### src/rtl/lc3_wb_sequencer.sv
// lc3_wb_sequencer: LC3 writeback sequencer with 8x16 register file, NZP flags and load-wait timeout.
// Optional same-cycle read forwarding of the commit data when WB_BYPASS_EN is defined.
module lc3_wb_sequencer #(
  parameter int MEM_TIMEOUT = 8,
  parameter int TCNT_W      = 4
) (
  input  logic        clock,
  input  logic        reset,
  input  logic        enable_writeback,
  input  logic [1:0]  W_control_in,
  input  logic [15:0] aluout,
  input  logic [15:0] memout,
  input  logic [15:0] pcout,
  input  logic [15:0] npc,
  input  logic [2:0]  dr,
  input  logic [2:0]  sr1,
  input  logic [2:0]  sr2,
  input  logic        mem_valid,
  output logic [15:0] VSR1,
  output logic [15:0] VSR2,
  output logic [2:0]  psr,
  output logic        wb_busy,
  output logic        wb_done,
  output logic        wb_error,
  output logic [15:0] wb_npc
);
  typedef enum logic {IDLE, WAIT_MEM} state_t;
  state_t r_state, w_next;
  logic [15:0] r_rf [8];
  logic [15:0] r_npc, w_data;
  logic [TCNT_W-1:0] r_cnt;
  logic [2:0] r_dr, r_psr, w_tgt, w_psr;
  logic r_done, r_error, w_req, w_last, w_commit, w_err, w_wait;
  always_comb begin
    w_wait   = r_state == WAIT_MEM;
    w_req    = !w_wait && enable_writeback;
    w_last   = r_cnt == TCNT_W'(MEM_TIMEOUT - 1);
    w_commit = w_wait ? mem_valid : w_req && W_control_in != 2'd3 && (W_control_in != 2'd1 || mem_valid);
    w_err    = w_wait ? !mem_valid && w_last : w_req && W_control_in == 2'd3;
    w_next   = w_wait ? ((mem_valid || w_last) ? IDLE : WAIT_MEM)
                      : ((w_req && W_control_in == 2'd1 && !mem_valid) ? WAIT_MEM : IDLE);
    w_data   = (w_wait || W_control_in == 2'd1) ? memout : W_control_in == 2'd0 ? aluout : pcout;
    w_tgt    = w_wait ? r_dr : dr;
    w_psr    = {w_data[15], w_data == 16'h0000, !w_data[15] && w_data != 16'h0000};
  end
  always_ff @(posedge clock) begin
    if (reset) r_state <= IDLE;
    else r_state <= w_next;
  end
  always_ff @(posedge clock) begin
    if (reset) begin
      for (int i = 0; i < 8; i++) r_rf[i] <= '0;
      r_psr   <= '0;
      r_done  <= 1'b0;
      r_error <= 1'b0;
      r_npc   <= '0;
      r_cnt   <= '0;
      r_dr    <= '0;
    end else begin
      r_done  <= w_commit;
      r_error <= w_err;
      r_cnt   <= w_wait ? r_cnt + TCNT_W'(1) : '0;
      if (w_req) begin
        r_npc <= npc;
        r_dr  <= dr;
      end
      if (w_commit) begin
        r_rf[w_tgt] <= w_data;
        r_psr       <= w_psr;
      end
    end
  end
`ifdef WB_BYPASS_EN
  assign VSR1 = (w_commit && w_tgt == sr1) ? w_data : r_rf[sr1];
  assign VSR2 = (w_commit && w_tgt == sr2) ? w_data : r_rf[sr2];
`else
  assign VSR1 = r_rf[sr1];
  assign VSR2 = r_rf[sr2];
`endif
  assign psr      = r_psr;
  assign wb_busy  = w_wait;
  assign wb_done  = r_done;
  assign wb_error = r_error;
  assign wb_npc   = r_npc;
endmodule

### config.mk
export PLATFORM = sky130hd
export DESIGN_NAME = lc3_wb_sequencer
export DESIGN_NICKNAME = d
export VERILOG_FILES = /design/src/rtl/lc3_wb_sequencer.sv
export SDC_FILE = /design/constraint.sdc
export NUM_CORES = 1
export LEC_CHECK = 0
export ABC_AREA = 1
export BUFFER_PORTS_ARGS = -buffer_cell sky130_fd_sc_hd__buf_4
export CAP_MARGIN = 10
export CELL_PAD_IN_SITES_DETAIL_PLACEMENT = 1
export CELL_PAD_IN_SITES_GLOBAL_PLACEMENT = 1
export CORE_ASPECT_RATIO = 2
export CORE_MARGIN = 2
export CORE_UTILIZATION = 42
export DETAILED_ROUTE_END_ITERATION = 8
export HOLD_SLACK_MARGIN = 0.12
export PLACE_DENSITY_LB_ADDON = 0.1
export SKIP_LAST_GASP = 1
export SYNTH_ARGS = -nofsm -noshare
export SYNTH_HDL_FRONTEND = slang
export SYNTH_SLANG_ARGS = --single-unit
### constraint.sdc
create_clock -name clock -period 2.9 [get_ports clock]
set_clock_uncertainty 0.1 [all_clocks]
set_input_delay 0.145 -clock clock [delete_from_list [all_inputs] [get_ports clock]]
set_output_delay 0.145 -clock clock [all_outputs]
set_load 0.01 [all_outputs]
==> reports/results.txt <==
Maximum vdd drop = 0.410 mV
Mux cell area share after synthesis = 0%
Leakage = 4.36 nW
Syn Nets = 1098
GPL Wtd Cong = 0.822
Hpwl dp = 19600 um
Outcome = finished clean
Compound-Gate Fraction of Synth Area = 19.0%
Starting Density = 42.3%
Vias per cell = 5.40
Finished Cell Area = 10300 sq um
Power per Cell Area = 547 nW/um^2
Max FO, Critical Path = 24
Layout cell share with drive strength beyond 1 = 17.0%
Initial antenna violation count = 0
Largest net degree at the start of global routing = 113
Drt initial violations = 489
Max-slew violation count = 0
Yosys warning total = 0
Total power = 5.63 mW
Fin crit share = 86.1%
Worst-skew pair later-pin latency = 0.42 ns
H-tree Lvls = 4
DR pass1 iterations = 5
# DRC = 0
Max Cap Viol = 0
Clock transition at path regs = 0.06 ns
# setup viols final = 0
Slew headroom = 50.4%
Critical path launch point type = flip-flop
Top area cells in the synthesized netlist = edfxtp_1, nor2_1, o21ai_0
Main combinational cell family by area after synthesis = simple AND/OR/NAND/NOR gates
Hold/Removal Path Class = input port to flip-flop
Reg2reg setup slack = 0.40 ns
Post-synth EDFFs = 128
Final Critical Period = 2.50 ns
Inserted Diodes = 0
Layout net count = 1224
Area share of xor/xnor cells in the synthesized design = 0%
CP max stage delay = 0.55 ns
CP required = 3.11 ns
DR WL met3 = 1000 um
Routed WL = 27300 um
Tightest Pin Transition = 0.743 ns
Area grow syn2layout = 23.2%
Number of global-route vias before repair = 8066
R2R cell count = 7
Placed cells = 1364
Core area = 19700 sq um
Die span in y = 203 um
Mapped Area = 8340 sq um
Yosys cell types = 29
Setup TNS = 0 ns
CTS resizes = 0
Top_reg_cell synth = edfxtp_1
Final Hold Fails = 0
Via count = 7662
CP max-delay cell = dlygate4sd3_1
IO Pins = 133
Synthesis-stage register bit count = 157
Synth Instances = 1018
DP Area = 9490 sq um
Port bufs = 132
First-pass GRT wire length = 42600 um
Crit. End Element = flip-flop
Avg WL per Cell = 19.2 um
Post-Synth Adder-Cell Area = 0.150%
Clock Sinks = 157
RSZ-0062 raised after global routing = no
CTS tree = done
Gr ovfl total = 0
TritonCTS Buffers = 17
Ys async rst share = 0%
CTS max path bufs = 2
Syn Area/Cell = 8.20 sq um
Reg2Reg Launch Point = wb_busy
Critical path class = flip-flop to flip-flop
Post-Route M1 WL = 9760 um
Top routing layer in use = met4
Layout Cells excl Fill = 1419
Most frequent cells in the layout = nor2_1, o21ai_0, buf_4
Critical Path AT = 2.71 ns
Simple-Gate Fraction of Synth Area = 19.9%
Row count = 73
Die X = 104 um
Post-DRT Antenna Nets = 0
Setup WS post-layout = 0.402 ns
Routed wl met2 = 15400 um
Die area = 21100 sq um
DP Worst Slack = 0.507 ns
Critical-path cell list = clkinv_4 -> nand2_4 -> buf_4 -> clkinv_1 -> nand3_1 -> a21oi_1 -> dlygate4sd3_1
Register area share after synthesis = 53.0%
Core Util, Final = 52.1%
Final hold slack = 0.127 ns
Synth top area share = 46.1%
Worst R2R End = wb_error
F_max = 400 MHz
Most common cell after layout, fill and taps aside = nor2_1
Total track usage = 26.4%
Critical path origin = wb_busy
Critical Path End = wb_error
Synth area leader = edfxtp_1
Root Buffer = clkbuf_16
critical path: cells and delay by family (launching register included):
kind / cells / cell delay, ns
buffers and inverters: 4 / 1.39
DFF: 1 / 0.52
and+or+nand+nor: 2 / 0.28
AOI/OAI and AO/OA: 1 / 0.09
report_power, final:
| part | switching, mW | internal [mW] |
|---|---|---|
| Clock | 0.850 | 1.26 |
| Combinational | 0.571 | 0.334 |
| Sequential | 0.0651 | 2.55 |
routing by layer:
layer	global-route usage (%)	up-vias
met1	27.6	3702
met4	12.3	0
li1	-	3666
met2	51.9	231
met3	2.94	63
met5	0	-
synthesized netlist by cell type, types with 3 or more instances:
cell      number
buf_1          9
nor2_1       248
o211ai_1      32
dfxtp_1       29
a31oi_1       32
buf_6         10
o21ai_0      153
nand2_2        6
edfxtp_1     128
nand3_1        4
inv_1         84
buf_2          3
nor3_1         3
nand2_4        6
clkbuf_1      42
a21oi_1       72
nand2_1      145
sequential cells by signal, summed over array words and instances, names as in the netlist:
| signal | cells |
|---|---|
| r_cnt | 4 |
| r_dr | 3 |
| wb_done | 1 |
| wb_error | 1 |
| wb_busy | 1 |
| psr | 3 |
| r_rf | 128 |
| wb_npc | 16 |
final cells by class:
| cell class | instances | area (sq um) |
|---|---|---|
| repair buffers | 172 | 1370 |
| multi-input cells | 709 | 3260 |
| flip-flops and latches | 157 | 4420 |
| fillers | 2413 | 9450 |
| inverters | 87 | 332 |
| well taps | 262 | 328 |
| clock buffers | 28 | 536 |
| clock inverters | 4 | 27.5 |
cell families (layout without fill, tap and decap cells):
logic type                 Yosys count  after routing
buffers and inverters              152            291
AOI/OAI and AO/OA                  292            292
DFF                                157            157
adders and majority gates            1              1
and+or+nand+nor                    416            416
timing repair:
action / CTS / global route
buffers inserted: 0 / 0
hold buffers: 23 / 0
endpoints found under the hold margin: 25 / 0
how the worst min path moves through the flow:
stage / endpoint / depth (start not counted) / slack, ns / startpoint
after floorplan: psr[0] / 1 / 0.11 / reset
after global placement: wb_error / 2 / 0.25 / reset
after detailed placement: wb_error / 2 / 0.25 / reset
after CTS: wb_busy / 5 / 0.12 / W_control_in[0]
after global routing: wb_busy / 5 / 0.16 / W_control_in[0]
final: wb_busy / 5 / 0.13 / W_control_in[0]
Note: power is estimated with default switching activity, not from simulation.
